===== src/rtl/wb_rr_arbiter.sv =====
// Wishbone N-master to single-slave arbiter with round-robin or fixed priority,
// grant held for the whole cycle, and a slave-ack timeout that reports an error pulse.
module wb_rr_arbiter #(
  parameter int NUM_M       = 2,
  parameter int ADDR_W      = 32,
  parameter int DATA_W      = 32,
  parameter int FIXED_PRIO  = 0,
  parameter int TIMEOUT_CYC = 255
) (
  input  logic                       wb_clk_i,
  input  logic                       wb_rst_i,
  input  logic [NUM_M-1:0]           m_cyc_i,
  input  logic [NUM_M-1:0]           m_stb_i,
  input  logic [NUM_M-1:0]           m_we_i,
  input  logic [NUM_M*DATA_W/8-1:0]  m_sel_i,
  input  logic [NUM_M*ADDR_W-1:0]    m_adr_i,
  input  logic [NUM_M*DATA_W-1:0]    m_dat_i,
  output logic [NUM_M-1:0]           m_ack_o,
  output logic [NUM_M-1:0]           m_err_o,
  output logic [DATA_W-1:0]          m_dat_o,
  output logic                       s_cyc_o,
  output logic                       s_stb_o,
  output logic                       s_we_o,
  output logic [DATA_W/8-1:0]        s_sel_o,
  output logic [ADDR_W-1:0]          s_adr_o,
  output logic [DATA_W-1:0]          s_dat_o,
  input  logic                       s_ack_i,
  input  logic [DATA_W-1:0]          s_dat_i,
  output logic [NUM_M-1:0]           grant_o,
  output logic                       busy_o
);

  localparam int SEL_W = DATA_W / 8;
  localparam int PTR_W = $clog2(NUM_M);
  localparam int CNT_W = (TIMEOUT_CYC > 0) ? $clog2(TIMEOUT_CYC + 1) : 1;
  localparam logic [CNT_W-1:0] TO_VAL = CNT_W'(TIMEOUT_CYC);

  typedef enum logic [1:0] {
    S_IDLE  = 2'd0,
    S_GRANT = 2'd1,
    S_ERR   = 2'd2
  } state_t;

  state_t             state_q, state_d;
  logic [NUM_M-1:0]   grant_q, grant_d;
  logic [PTR_W-1:0]   rr_ptr_q, rr_ptr_d;
  logic [CNT_W-1:0]   cnt_q, cnt_d;

  logic [NUM_M-1:0]   win_oh;
  logic [PTR_W-1:0]   win_idx;
  logic [PTR_W-1:0]   win_nxt;
  logic               found_v;
  logic [PTR_W:0]     sum_v;
  logic [PTR_W-1:0]   cand_v;

  logic               g_cyc, g_stb, g_we;
  logic [SEL_W-1:0]   g_sel;
  logic [ADDR_W-1:0]  g_adr;
  logic [DATA_W-1:0]  g_dat;
  logic               in_grant, in_err;

  // State, grant, pointer and timeout counter registers
  always_ff @(posedge wb_clk_i) begin
    if (wb_rst_i) begin
      state_q  <= S_IDLE;
      grant_q  <= '0;
      rr_ptr_q <= '0;
      cnt_q    <= '0;
    end else begin
      state_q  <= state_d;
      grant_q  <= grant_d;
      rr_ptr_q <= rr_ptr_d;
      cnt_q    <= cnt_d;
    end
  end

  // Winner search: from index 0 in fixed mode, from rr_ptr with wrap otherwise
  always_comb begin
    win_oh  = '0;
    win_idx = '0;
    found_v = 1'b0;
    sum_v   = '0;
    cand_v  = '0;
    for (int i = 0; i < NUM_M; i++) begin
      if (FIXED_PRIO != 0) begin
        sum_v = (PTR_W+1)'(i);
      end else begin
        sum_v = {1'b0, rr_ptr_q} + (PTR_W+1)'(i);
      end
      if (sum_v >= (PTR_W+1)'(NUM_M)) begin
        cand_v = PTR_W'(sum_v - (PTR_W+1)'(NUM_M));
      end else begin
        cand_v = sum_v[PTR_W-1:0];
      end
      if (!found_v && m_cyc_i[cand_v]) begin
        found_v         = 1'b1;
        win_oh[cand_v]  = 1'b1;
        win_idx         = cand_v;
      end else begin
        found_v = found_v;
      end
    end
    if (win_idx == PTR_W'(NUM_M - 1)) begin
      win_nxt = '0;
    end else begin
      win_nxt = win_idx + PTR_W'(1);
    end
  end

  // One-hot mux of the granted master's bus signals
  always_comb begin
    g_cyc = 1'b0;
    g_stb = 1'b0;
    g_we  = 1'b0;
    g_sel = '0;
    g_adr = '0;
    g_dat = '0;
    for (int k = 0; k < NUM_M; k++) begin
      if (grant_q[k]) begin
        g_cyc = m_cyc_i[k];
        g_stb = m_stb_i[k];
        g_we  = m_we_i[k];
        g_sel = m_sel_i[k*SEL_W +: SEL_W];
        g_adr = m_adr_i[k*ADDR_W +: ADDR_W];
        g_dat = m_dat_i[k*DATA_W +: DATA_W];
      end else begin
        g_cyc = g_cyc;
      end
    end
  end

  // Next-state logic; a dropped cyc beats the timeout, and an ack beats the timeout
  always_comb begin
    state_d  = state_q;
    grant_d  = grant_q;
    rr_ptr_d = rr_ptr_q;
    cnt_d    = cnt_q;
    case (state_q)
      S_IDLE: begin
        cnt_d = '0;
        if (|m_cyc_i) begin
          state_d  = S_GRANT;
          grant_d  = win_oh;
          rr_ptr_d = win_nxt;
        end else begin
          grant_d = '0;
        end
      end
      S_GRANT: begin
        if (!g_cyc) begin
          state_d = S_IDLE;
          grant_d = '0;
          cnt_d   = '0;
        end else if (!g_stb || s_ack_i) begin
          cnt_d = '0;
        end else if ((TIMEOUT_CYC > 0) && (cnt_q == TO_VAL)) begin
          state_d = S_ERR;
          cnt_d   = '0;
        end else if (TIMEOUT_CYC > 0) begin
          cnt_d = cnt_q + CNT_W'(1);
        end else begin
          cnt_d = '0;
        end
      end
      S_ERR: begin
        cnt_d = '0;
        if (g_cyc) begin
          state_d = S_GRANT;
        end else begin
          state_d = S_IDLE;
          grant_d = '0;
        end
      end
      default: begin
        state_d = S_IDLE;
        grant_d = '0;
        cnt_d   = '0;
      end
    endcase
  end

  // Outputs; reset forces the slave side and the ack/err lines quiet in the same cycle
  always_comb begin
    in_grant = (state_q == S_GRANT) && !wb_rst_i;
    in_err   = (state_q == S_ERR) && !wb_rst_i;
    s_cyc_o  = in_grant & g_cyc;
    s_stb_o  = in_grant & g_stb;
    s_we_o   = in_grant & g_we;
    if (in_grant) begin
      s_sel_o = g_sel;
      s_adr_o = g_adr;
      s_dat_o = g_dat;
      m_ack_o = grant_q & m_stb_i & {NUM_M{s_ack_i}};
    end else begin
      s_sel_o = '0;
      s_adr_o = '0;
      s_dat_o = '0;
      m_ack_o = '0;
    end
    if (in_err) begin
      m_err_o = grant_q;
    end else begin
      m_err_o = '0;
    end
    m_dat_o = s_dat_i;
    grant_o = grant_q;
    busy_o  = (state_q != S_IDLE);
  end

endmodule

===== config.mk =====
export PLATFORM = sky130hd
export DESIGN_NAME = wb_rr_arbiter
export DESIGN_NICKNAME = d
export VERILOG_FILES = /design/src/rtl/wb_rr_arbiter.sv
export SDC_FILE = /design/constraint.sdc
export NUM_CORES = 1
export LEC_CHECK = 0
export CAP_MARGIN = 15
export CORE_AREA = 5 5 107 109
export CTS_BUF_LIST = sky130_fd_sc_hd__clkbuf_8 sky130_fd_sc_hd__clkbuf_16
export CTS_CLUSTER_DIAMETER = 30
export DETAILED_ROUTE_END_ITERATION = 8
export DIE_AREA = 0 0 112 114
export GPL_TIMING_DRIVEN = 0
export PLACE_DENSITY_LB_ADDON = 0.05
export SLEW_MARGIN = 20
export SYNTH_ARGS = -nofsm -noshare
export SYNTH_HDL_FRONTEND = slang
export SYNTH_SLANG_ARGS = --single-unit

===== constraint.sdc =====
create_clock -name wb_clk_i -period 1.7 [get_ports wb_clk_i]
set_clock_uncertainty 0.1 [all_clocks]
set_input_delay 0.425 -clock wb_clk_i [delete_from_list [all_inputs] [get_ports wb_clk_i]]
set_output_delay 0.425 -clock wb_clk_i [all_outputs]
set_load 0.01 [all_outputs]

==> After elaboration in Yosys (flattened, before gate mapping) <==
Cells that the tools add are included.
{ "totals": {"register_bits": 13} }
{ "classes": {"n_eq_ne": 7, "magnitude_cmp": 6, "bitwise": 8, "n_mux": 42, "add_sub_neg": 5, "reduce_logical": 16} }
{ "ops": {"columns": ["op", "count"], "rows": [
  ["two-way mux 32 bit", 6],
  ["two-way mux 2 bit", 10],
  ["two-way mux 1 bit", 19],
  ["two-way mux 4 bit", 3],
  ["adder 8 x 1 -> 8 bit, second input constant", 1],
  ["equality test 8 bit, second input constant", 1],
  ["!= test 3 bit, second input constant", 2],
  ["one-hot mux 2 bit (3 select lines)", 1],
  ["logical AND 1 bit", 5],
  ["OR reduction 5 bit", 1],
  ["bitwise AND 2 bit", 2],
  ["less-than comparator 1 x 2 -> 1 bit, second input constant", 2],
  ["!= test 2 bit, second input constant", 2],
  ["one-hot mux 2 bit (2 select lines)", 1],
  ["OR reduction 2 bit", 2],
  ["bitwise AND 1 bit", 3],
  ["logical NOT 1 bit", 3],
  ["AND reduction 3 bit", 1],
  ["adder 1 x 1 -> 2 bit, second input constant", 1],
  ["demux 1 bit (select 1 bit)", 2],
  ["equality test 2 x 1 -> 1 bit, second input constant", 1],
  ["equality test 2 bit, second input constant", 1],
  [">= comparator 1 bit, second input constant", 2],
  [">= comparator 1 x 2 -> 1 bit, second input constant", 1],
  ["9 further kinds", 11]
]} }

==> Logic depth before layout (Yosys ltp) <==
{ "depth": {"word_depth": 11, "ltp_mapped": 7, "ltp_nobuf": 6} }

==> Least setup slack after synthesis <==
No wires, ideal clock.
{ "synth_timing": {"path_kind": "flip-flop to output port", "startpoint": "reg grant_q[0] (netlist: grant_o[0])", "endpoint": "out s_adr_o[24]", "required_ns": 1.175, "arrival_ns": 1.300, "stages_incl_launch_ff": 7, "slack_ns": -0.125, "n_path_buf": 3, "cell_sequence": "dfxtp_1 -> nor2b_1 -> buf_2 -> buf_2 -> buf_4 -> a22oi_1 -> nor2_1"} }
{ "synth_via": {"elab_chain_len": 3} }
{ "synth_lines": {"columns": ["item", "line", "source"], "rows": [
  ["start: declaration", "45", "logic [NUM_M-1:0] grant_q, grant_d;"],
  ["start signal: assignment", "71", "grant_q <= grant_d;"],
  ["two-way mux 32 bit (2 in series)", "119", "if (grant_q[k]) begin"],
  ["two-way mux 32 bit", "189", "if (in_grant) begin"],
  ["end: declaration", "25", "output logic [ADDR_W-1:0] s_adr_o,"]
]} }
No other way between the ends.

==> Worst setup path in the final report <==
{ "layout_timing": {"startpoint": "reg state_q[1]", "endpoint": "out s_adr_o[4]"} }
{ "layout_via": {"elab_chain_len": 3} }
{ "layout_lines": {"columns": ["item", "line", "source"], "rows": [
  ["start: declaration", "44", "state_t state_q, state_d;"],
  ["start signal: assignment", "70", "state_q <= state_d;"],
  ["equality test 2 x 1 -> 1 bit", "184", "in_grant = (state_q == S_GRANT) && !wb_rst_i;"],
  ["logical AND 1 bit", "184", null],
  ["two-way mux 32 bit", "189", null]
]} }
No other way between the ends.

==> flow_summary.toml <==
[cts]
cts.sinks = 13
clockBufferDepth = 2
clkLatencyLatePin_ns = 0.24
clk_pin_slew_ns = 0.06
cts_tree = "done"
cts_buffers = 3
htreeDepth = 1
cts-root-buf = "clkbuf_8"

[worst_setup_path]
cp-start-kind = "flip-flop"
cp_top_family = "buffers and inverters"
path_class = "flip-flop to output pin"
cp_cell_sequence = "inv_2 > ha_4 > nand2b_4 > clkbuf_16 > clkbuf_8 > nor2_2 > buf_2"
critPathMaxFanout = 5
rrSetupSlack_ns = -0.01
critPathBufInv = 4
critical_path_required_ns = 1.17
slowest_delay_ns = 0.33
slowest_stage = "dfxtp_2"
end_kind = "output pin"
worstPathArrival_ns = 1.47

[logic_synthesis]
synth-seq-cells = 13
netlist_area_um2 = 1890
async_reset_ff_frac = 0
synth-edff-count = 0
synth.distinct_cells = 33
synth_warnings = 0
syn_inst = 289
ys.flop_type = "dfxtp_1"
ys_seq_area_frac = 0.137
synth.avg_cell_area_um2 = 6.55
synth_nets = 471

[global_route]
grt_first_pass_wirelength_mm = 19.8
grt_max_degree = 11
grt_usage = 0.194
grt.overflow.total = 0
antenna_found_initial = 1
grt_pass1_vias = 3339

[placed_design]
io_buffers = 253
place_area_um2 = 4810
gp_congestion = 0.827
hpwl_mm = 10.6

[timing]
whs_ns = 0.329
final_max_slew_viol_count = 0
period_share = 1.17
rsz0062_at_grt = "yes"
setup_ws_ns = -0.295
fmax_mhz = 501
min_period_ns = 2.00
worst_pin_slew_ns = 0.472
relSlewSlack = 0.684
hold_viol = 0
tns_ns = -18.47
final-setup-viol-count = 77

[power_and_ir_drop]
fin_total_pwr_uw = 2130
powerDensity_nw_per_um2 = 352
p_leak_uw = 0.00222
vdd_drop_max_v = 0.000310

[layout]
layout-drive-gt1-share = 0.564
antenna_cells = 0
fin_area_um2 = 6060
synthToLayoutAreaGrowth_pct = 220
final_nets = 759
finish.utilization = 0.576

[floorplanning]
floorplan.initialDensity = 0.180
io-pin-count = 287
die_x_um = 112
die-area_um2 = 12800
dieHeight_um = 114
core_area_um2 = 10500
num_rows = 38

[route]
drtAntennaViolNets = 0
drt-pass1-iter-count = 4
drt_first_iter_violations = 126
finalWirelength_mm = 13.7
drt-wirelength-per-cell_um = 19.2
post-route-drc-count = 0
vias = 3245
via_per_inst = 4.53

[status]
run_status = "finished, violations left"
violations = "setup timing"

[worst_hold_path]
min_path_type = "flip-flop to flip-flop"

[job]
cap_viol_max_count = 0
==> cell usage after synthesis (2+ instances only) <==
cell type  instances  area [µm²]
nor2_1            85         319
a22oi_1           69         518
buf_4             34         255
clkbuf_1          14        52.6
dfxtp_1           13         260
nand2_1           10        37.5
buf_2              9        45.0
inv_1              6        22.5
a21oi_1            5        25.0
ha_1               5        62.6
nand2b_1           4        25.0
nand3_1            4        20.0
nand3b_1           3        22.5
xnor2_1            3        26.3
xor2_1             3        26.3
mux2i_1            2        20.0
nor2b_1            2        12.5
nor3_1             2        10.0
o21ai_0            2        10.0
==> state kept, by name, summed over array words and instances (netlist names), named ones only <==
name / count
cnt_q: 8
grant_o: 2
state_q: 2
==> placed cells by master (no fill, tap or decap), types with 9 or more instances in the layout <==
cell / instances
nor2_4: 35
buf_6: 48
buf_4: 45
clkdlybuf4s50_1: 170
a22oi_2: 65
nand2_1: 9
nor2_2: 34
nor2_1: 16
buf_2: 34
clkbuf_16: 11
==> per-layer routing <==
| metal | vias up | routed length, µm | global-route usage | share of wire |
|---|---|---|---|---|
| met5 | - | 13 | 0 | 0.00095 |
| met4 | 2 | 174 | 0.0425 | 0.013 |
| met3 | 12 | 967 | 0.0440 | 0.070 |
| met2 | 122 | 7670 | 0.372 | 0.56 |
| met1 | 1541 | 4890 | 0.219 | 0.36 |
| li1 | 1568 | - | - | - |
==> worst paths after layout <==
path	to	startpoint	cells after the start
setup / recovery	s_adr_o[4]	state_q[1]	7
hold / removal	cnt_q[0]	cnt_q[0]	1
setup reg to reg	state_q[0]	grant_o[1]	5
hold reg to reg	cnt_q[0]	cnt_q[0]	1
==> cell families after synthesis <==
logic type      share of synthesized area
compound gates                      0.342
xor+xnor                           0.0278
fa+ha+maj                          0.0330
buf+inv                             0.198
flops                               0.137
mux                                0.0106
simple gates                        0.251
==> layout make-up <==
class                   instances  area (µm²)
clock buffers                   3        41.3
plain buffers                  55         613
fillers                       952        4450
inverters                       6        25.0
flip-flops and latches         13         275
clock inverters                 1        5.00
multi-input cells             213        2030
repair buffers                285        2890
well taps                     140         175
==> worst reg2reg max path, delay by kind of cell (launching register included) <==
family,cells,cell delay [ns]
compound gates,2,0.60
buf+inv,1,0.12
flops,1,0.36
mux,1,0.18
simple gates,1,0.28
==> per-stage QoR <==
step           cells  worst slack (ns)
2_1_floorplan    289           -0.0269
3_3_place_gp     682            -0.796
6_report         716            -0.295
5_1_grt          716            -0.342
3_5_place_dp     682            -0.793
4_1_cts          714            -0.276
==> report_power, final <==
part           internal [µW]  switching (µW)
registers                317            15.8
logic                    907             614
clock network            162             114
total                   1380             745
==> what timing repair did <==
| action | in CTS | in global routing |
|---|---|---|
| pin swaps | 25 | 27 |
| hold buffers | 0 | 0 |
| endpoints found under the setup margin | 86 | 84 |
| cloned | 12 | 2 |
| gates resized for setup | 496 | 76 |
| buffers inserted | 16 | 3 |
Power figures use the tool's default switching activity.
